==> src/rtl/ee357_2x32_mux.sv <==
// 2-to-1 word multiplexer with a combinational result and a registered copy.
// Used for operand and next-PC selection in the multicycle CPU.
module ee357_2x32_mux #(
    parameter int unsigned WIDTH = 32
) (
    input  logic             clk,
    input  logic             rst_n,
    input  logic [WIDTH-1:0] zero,
    input  logic [WIDTH-1:0] one,
    input  logic             sel,
    output logic [WIDTH-1:0] out,
    output logic [WIDTH-1:0] out_q
);

    logic [WIDTH-1:0] w_out;
    logic [WIDTH-1:0] r_out_q;

    // An unknown select yields all-X rather than silently favouring one leg.
    always_comb begin
        w_out = {WIDTH{1'bx}};
        case (sel)
            1'b0:    w_out = zero;
            1'b1:    w_out = one;
            default: w_out = {WIDTH{1'bx}};
        endcase
    end

    always_ff @(posedge clk or negedge rst_n) begin
        if (!rst_n) begin
            r_out_q <= {WIDTH{1'b0}};
        end else begin
            r_out_q <= w_out;
        end
    end

    assign out   = w_out;
    assign out_q = r_out_q;

endmodule

==> config.mk <==
export PLATFORM = sky130hd
export DESIGN_NAME = ee357_2x32_mux
export DESIGN_NICKNAME = d
export VERILOG_FILES = /design/src/rtl/ee357_2x32_mux.sv
export SDC_FILE = /design/constraint.sdc
export NUM_CORES = 1
export LEC_CHECK = 0
export CAP_MARGIN = 20
export CELL_PAD_IN_SITES_DETAIL_PLACEMENT = 1
export CELL_PAD_IN_SITES_GLOBAL_PLACEMENT = 1
export CORE_MARGIN = 2
export CORE_UTILIZATION = 21
export DETAILED_ROUTE_END_ITERATION = 16
export PLACE_DENSITY_LB_ADDON = 0.12
export REMOVE_ABC_BUFFERS = 1
export SLEW_MARGIN = 10
export SYNTH_ARGS = -nofsm -noshare
export SYNTH_HDL_FRONTEND = slang
export SYNTH_SLANG_ARGS = --single-unit
==> constraint.sdc <==
create_clock -name clk -period 1.3 [get_ports clk]
set_input_delay 0.26 -clock clk [delete_from_list [all_inputs] [get_ports clk]]
set_output_delay 0.26 -clock clk [all_outputs]
set_load 0.05 [all_outputs]
Word-level counts from Yosys, hierarchy flattened
Cells that the tools add are included.
- register bits: 32
- input port bits: 67
- output and inout port bits: 64
- mux-type cells: 1
- bitwise operators: 1
- operators with widths (kind ; number):
    32-bit one-hot mux with 2 select lines ; 1
    1-bit inverter ; 1

Longest topological paths before layout
Gate-level depths: netlist of the first run.
- depth in word-level cells: 2
- mapped depth: 3
- mapped depth without buffers: 1

Worst setup path before layout of the first run
Ideal clock, no wire load.
- kind: input to output
- from: input sel
- to: output out[0]
- arrival time: 0.902 ns
- required time: 1.040 ns
- path slack: 0.138 ns
- stages: 3
- cells stage by stage: buf_6 -> buf_12 -> mux2_4
- cells in the longest elaborated chain, start to end: 2
- RTL lines (element ; line ; RTL):
    start, declared ; 10 ; input logic sel,
    1-bit inverter ; 21 ; case (sel)
    32-bit one-hot mux with 2 select lines * ; 21 ;
    end, declared ; 11 ; output logic [WIDTH-1:0] out,
Every way passes the cells marked *; elsewhere a longest branch is shown, timed or not.

Final worst setup path of the first run
- from: input sel
- to: output out[27]
The elaborated chain is that of the path after synthesis.

==> results of run 1 <==
[power breakdown]
| part | switching (uW) | internal [uW] | total (uW) |
|---|---|---|---|
| logic | 803 | 796 | 1600 |
| clock network | 353 | 471 | 824 |
| registers | 62.8 | 1070 | 1140 |
[cell type report]
| class | instances | area (um2) | share of cell area (%) |
|---|---|---|---|
| Tap cell | 77 | 96.3 | 2.81 |
| Multi-Input combinational cell | 32 | 480 | 14.0 |
| Sequential cell | 32 | 801 | 23.3 |
| Timing Repair Buffer | 148 | 1960 | 57.1 |
| Clock buffer | 7 | 96.3 | 2.81 |
[per-layer routing]
metal	vias to the layer above	wire [um]
met5	-	0
met4	0	21
met3	2	379
met2	57	3210
met1	578	1540
li1	538	-
[repair_timing]
action,in CTS,in global routing
gates resized for setup,133,7
hold buffers,0,0
gates cloned,3,0
setup buffers,6,2
endpoints found under the setup margin,32,11
pin swaps,0,0
[kinds of logic (layout without fill, tap and decap cells)]
family / Yosys count / in the layout / share of synthesized area (%)
buffers and inverters: 4 / 155 / 5.30
muxes: 32 / 32 / 35.2
DFF: 32 / 32 / 59.5
[placed cells by master (no fill, tap or decap)]
master and n:
buf_12 36, buf_16 3, buf_4 12, buf_8 32, clkbuf_8 7, clkdlybuf4s50_1 1, dfrtp_1 32, dlygate4sd2_1 60
dlymetal6s2s_1 4, mux2_4 32
[worst paths after layout]
path / slack [ns] / endpoint
worst max-delay path: 0.01 / out[27]
worst min-delay path: 0.34 / out_q[6]
min in group clk: 0.35 / out_q[19]
max in group asynchronous: 0.78 / out_q[25]
[metrics by stage]
stage / utilization, % / hold WS (ns) / instance area, um2
floorplan: - / -0.0356 / 1270
global placement: 47.5 / 0.650 / 2980
detailed placement: 47.5 / 0.652 / 2980
CTS: 54.1 / 0.340 / 3400
global route: 54.7 / 0.339 / 3430
finish: 54.7 / 0.342 / 3430
==> flow_metrics.env, run 1 <==
export IMPL_cp_startpoint="sel"
export IMPL_worstMarginPinSlew_ns=0.178
export IMPL_pin_count=131
export IMPL_routed_wl_mm=5.15
export IMPL_antenna_found_initial=0
export IMPL_synth_largest_area_cell="dfrtp_1"
export IMPL_met2_usage_pct=30.0
export IMPL_grt_pass1_vias=1492
export IMPL_grtUsageTotal_pct=15.2
export IMPL_fp_dieW_um=84.0
export IMPL_core_um2=6280
export IMPL_setup_worst_path_class="input pin to primary output"
export IMPL_grt_busiest_layer="met2"
export IMPL_synth_edf_count=0
export IMPL_clock_sinks=32
export IMPL_synth_common_cells="dfrtp_1 (32), mux2_4 (30), buf_12 (3), mux2_2 (2), buf_6 (1)"
export IMPL_max_clock_freq_ghz=0.775
export IMPL_critical_path_arrival_ns=1.03
export IMPL_mappedNetlistArea_um2=1350
export IMPL_timing_final_max_slew_violations=0
export IMPL_ys_warn_count=0
export IMPL_synth_most_common_cell="dfrtp_1"
export IMPL_cp_required_ns=1.04
export IMPL_post_route_min_period_ns=1.29
export IMPL_grt_setup_unrepaired="yes"
export IMPL_clkSlewWorstSetupHoldPaths_ns=0.07
export IMPL_io_buffers=130
export IMPL_n_antenna_cell=0
export IMPL_cp_slowest_cell="mux2_4"
export IMPL_synthCells=68
export IMPL_status="finished clean"
export IMPL_dpl_hpwl_mm=3.85
export IMPL_areaGrowthSynthToFinish_pct=155
export IMPL_cts_root_buffer="clkbuf_8"
export IMPL_grtUsageMet3_pct=5.44
export IMPL_cpPeakStageDelay_ns=0.33
export IMPL_power_density_nw_per_um2=1040
export IMPL_die_h_um=84.0
export IMPL_vias_per_cell=3.97
export IMPL_p_leak_uw=0.00173
export IMPL_clockBufferDepth=2
export IMPL_ys_types=5
export IMPL_place_congestion=0.682
export IMPL_path_cells="buf_12, buf_16, mux2_4, buf_8"
export IMPL_setup_viol=0
export IMPL_synth_seq_area_share_pct=59.5
export IMPL_drive_gt1_share_pct=55.7
export IMPL_drtIter0Drc=17
export IMPL_stdcell_count=296
export IMPL_dpl_worst_slack_ns=-0.136
export IMPL_cp_num_buf_inv=3
export IMPL_wl_per_cell_um=17.4
export IMPL_cp_start_kind="input pin"
export IMPL_async_flop_share_pct=100
export IMPL_vias=1175
export IMPL_total_power_uw=3560
export IMPL_h_tree_depth=2
export IMPL_tns_ns=0
export IMPL_cts_buffers=5
export IMPL_cp_top_family="buffers and inverters"
export IMPL_fillers=589
export IMPL_finalNetCount=286
export IMPL_cts_tree="done"
export IMPL_cp_depth=4
export IMPL_largest_reg_flops=32
export IMPL_avgSynthCellArea_um2=19.8
export IMPL_setup_worst_path_end_class="primary output"
export IMPL_ant_nets=0
export IMPL_first_pass_iters=4
export IMPL_synth_top_area_share_pct=59.5
export IMPL_grt_max_degree=33
export IMPL_peakVddDrop_mv=0.512
export IMPL_dieArea_um2=7060
export IMPL_grt_overflow_total=0
export IMPL_start_util_pct=21.4
export IMPL_maxCapViolations=0
export IMPL_synth_area_leaders="dfrtp_1 (60%), mux2_4 (33%), buf_12 (4.5%), mux2_2 (1.7%), buf_6 (0.84%)"
export IMPL_synth_main_ff_cell="dfrtp_1"
export IMPL_gr_usage_met1_pct=14.5
export IMPL_hold_viol=0
export IMPL_dpl_cell_count=278
export IMPL_drc=0
export IMPL_num_rows=29
export IMPL_worst_path_max_fanout=10
export IMPL_grt_first_pass_wirelength_mm=8.07
export IMPL_finalCritPeriodShare_pct=99.2
export IMPL_maxSlewHeadroom_pct=88.1
export IMPL_ys_seq_elements=32
export IMPL_min_path_type="input pin to asynchronous set/reset pin"
export IMPL_setup_slack_ns=0.00994
Power figures use the tool's default switching activity.
==> run 2: changes to the inputs <==
--- a/config.mk
+++ b/config.mk
@@ -5,11 +5,12 @@
 export SDC_FILE = /design/constraint.sdc
 export NUM_CORES = 1
 export LEC_CHECK = 0
+export ABC_AREA = 1
 export CAP_MARGIN = 20
 export CELL_PAD_IN_SITES_DETAIL_PLACEMENT = 1
 export CELL_PAD_IN_SITES_GLOBAL_PLACEMENT = 1
 export CORE_MARGIN = 2
-export CORE_UTILIZATION = 21
+export CORE_UTILIZATION = 19
 export DETAILED_ROUTE_END_ITERATION = 16
 export PLACE_DENSITY_LB_ADDON = 0.12
 export REMOVE_ABC_BUFFERS = 1
==> run 2 against run 1 <==
Compared with the run above:
- the run now ends with negative setup slack left
- clock-buffer cell count stayed put
- global-route usage grew 0.34 points
- hold slack worse by 0.093 ns
- core utilization up 7.4 points
- non-clock buffer count rose by 17
- total power rose by 15%
- via count grew 31%
- critical path depth up 3
- die area increased by 5.9%
- largest cell class unchanged
==> flow_metrics.env, run 2 <==
export IMPL_status="finished with violations"
export IMPL_failed_checks="negative setup slack"
export IMPL_cts_root_buffer="clkbuf_8"
export IMPL_maxSlewHeadroom_pct=75.1
export IMPL_cp_start_kind="input pin"
export IMPL_worstMarginPinSlew_ns=0.374
export IMPL_synth_mux_area_share_pct=0
export IMPL_maxCapViolations=0
export IMPL_wl_per_cell_um=15.1
export IMPL_peakVddDrop_mv=0.492
export IMPL_finish_utilization_pct=62.1
export IMPL_setup_worst_path_class="input pin to primary output"
export IMPL_dieArea_um2=7480
export IMPL_synth_most_common_cell="nand2_1"
export IMPL_drtIter0Drc=9
export IMPL_synth_area_leaders="dfrtp_1 (62%), nand2_1 (25%), nand2_2 (4.8%), clkbuf_8 (3.2%), buf_6 (2.6%)"
export IMPL_ys_types=7
export IMPL_layout_common_cells="buf_12 (70), clkdlybuf4s50_1 (49), nand2_4 (39)"
export IMPL_routed_wl_mm=5.78
export IMPL_grt_pass1_vias=1729
export IMPL_avgSynthCellArea_um2=9.50
export IMPL_clock_sinks=32
export IMPL_finalCritPeriodShare_pct=102
export IMPL_cp_required_ns=1.04
export IMPL_async_flop_share_pct=100
export IMPL_drive_gt1_share_pct=58.4
export IMPL_start_util_pct=19.3
export IMPL_grt_setup_unrepaired="yes"
export IMPL_die_h_um=86.5
export IMPL_cts_buffers=5
export IMPL_place_congestion=0.692
export IMPL_setup_slack_ns=-0.0224
export IMPL_final_common_cell="buf_12"
export IMPL_post_route_min_period_ns=1.32
export IMPL_worst_path_max_fanout=8
export IMPL_min_path_type="input pin to flop"
export IMPL_critical_path_arrival_ns=1.06
export IMPL_synth_top_family_by_area="simple AND/OR/NAND/NOR gates"
export IMPL_worstSetupEndpoint="out[13]"
export IMPL_synth_xor_area_share_pct=0
export IMPL_p_leak_uw=0.00207
export IMPL_timing_final_max_slew_violations=0
export IMPL_areaGrowthSynthToFinish_pct=221
export IMPL_synth_largest_area_cell="dfrtp_1"
export IMPL_setup_viol=13
export IMPL_setup_worst_path_end_class="primary output"
export IMPL_vias=1545
export IMPL_max_clock_freq_ghz=0.756
export IMPL_synthSimpleGateAreaFrac_pct=29.8
export IMPL_synth_seq_area_share_pct=62.0
export IMPL_mappedNetlistArea_um2=1290
export IMPL_ys_seq_elements=32
export IMPL_cp_startpoint="sel"
export IMPL_largest_reg_flops=32
export IMPL_grt_overflow_total=0
export IMPL_synthCells=136
export IMPL_num_rows=30
export IMPL_synth_common_cells="nand2_1 (86), dfrtp_1 (32), nand2_2 (10), buf_6 (3), clkbuf_8 (3)"
export IMPL_dpl_hpwl_mm=4.09
export IMPL_h_tree_depth=2
export IMPL_fp_dieW_um=86.5
export IMPL_pin_count=131
export IMPL_dpl_worst_slack_ns=-0.411
export IMPL_synth_edf_count=0
export IMPL_ant_nets=0
export IMPL_synth_fa_ha_area_share_pct=0
export IMPL_power_density_nw_per_um2=986
export IMPL_grtUsageTotal_pct=15.5
export IMPL_drc=0
export IMPL_finalNetCount=369
export IMPL_ys_warn_count=0
export IMPL_grt_max_degree=20
export IMPL_grt_first_pass_wirelength_mm=8.69
export IMPL_antenna_found_initial=0
export IMPL_first_pass_iters=4
export IMPL_n_antenna_cell=0
export IMPL_clkSlewWorstSetupHoldPaths_ns=0.07
export IMPL_hold_viol=0
export IMPL_vias_per_cell=4.03
export IMPL_synth_main_ff_cell="dfrtp_1"
export IMPL_synth_top_area_share_pct=62.0
export IMPL_synth_compound_area_share_pct=0
export IMPL_io_buffers=130
export IMPL_cts_tree="done"
export IMPL_core_um2=6680
export IMPL_clockBufferDepth=2
[run 2: cell types whose count changed in the layout (fill, tap and decap cells not counted), moves of 2 or more]
cell	previous run	this run
buf_16	3	1
buf_8	32	1
nand2_1	0	29
dlymetal6s2s_1	4	13
mux2_4	32	0
dlygate4sd2_1	60	2
nand2_2	0	28
buf_4	12	25
buf_12	36	70
nand2_4	0	39
clkdlybuf4s50_1	1	49
[run 2: area by class of cell]
class,count,area [um2]
Clock buffer,7,96.3
Clock inverter,1,30.0
Timing Repair Buffer,165,2360
Fill cell,648,2530
Sequential cell,32,801
Tap cell,80,100
Multi-Input combinational cell,96,723
Timing Repair inverter,1,16.3
Inverter,1,20.0
[run 2: how the worst min path moves through the flow]
| stage | from | endpoint | slack, ns | depth (start not counted) |
|---|---|---|---|---|
| after global routing | one[21] | out_q[21] | 0.26 | 3 |
| final | one[21] | out_q[21] | 0.25 | 3 |
| after global placement | rst_n | out_q[20] | 0.21 | 1 |
| after detailed placement | rst_n | out_q[20] | 0.20 | 1 |
| after floorplan | rst_n | out_q[0] | -0.04 | 0 |
| after CTS | one[10] | out_q[10] | 0.37 | 3 |
[run 2: per-stage QoR]
stage	std cells	hold WS [ns]	power, uW	area [um2]	TNS, ns
6_report	383	0.249	4090	4150	-0.151
5_1_grt	383	0.259	4270	4150	-0.490
4_1_cts	379	0.371	4120	4050	-0.119
3_5_place_dp	357	0.202	2860	3430	-16.11
3_3_place_gp	357	0.207	2840	3430	-15.61
2_1_floorplan	129	-0.0356	1770	1200	0
[run 2: kinds of logic after synthesis]
family,count (synthesis)
DFF,32
and+or+nand+nor,96
buffers and inverters,8
[run 2: repair_timing]
| action | in CTS | in global routing |
|---|---|---|
| gates resized for setup | 98 | 26 |
| cloned | 3 | 0 |
| setup buffers | 10 | 5 |
| hold endpoints to repair | 13 | 0 |
| pin swaps | 18 | 16 |
| hold buffers | 1 | 0 |
| endpoints found under the setup margin | 32 | 28 |
[run 2: worst max-delay path, cell delays in order]
cell and delay (ns):
buf_8 0.10, buf_12 0.15, buf_12 0.13, buf_12 0.14, nand2_4 0.07, nand2_4 0.05
buf_12 0.14
[run 2: layer usage]
layer / vias to the layer above / global-route usage (%) / routed length, um
li1: 737 / - / -
met1: 731 / 16.6 / 2030
met2: 75 / 27.0 / 3100
met3: 2 / 8.67 / 643
met4: 0 / 2.98 / 16
met5: - / 0 / 0
[run 2: power by group]
group	switching, uW	total [uW]	internal, uW	leakage (uW)
clock network	372	1050	676	0.0000645
registers	63.5	1140	1070	0.000383
logic	938	1900	966	0.00163
total	1370	4090	2710	0.00207
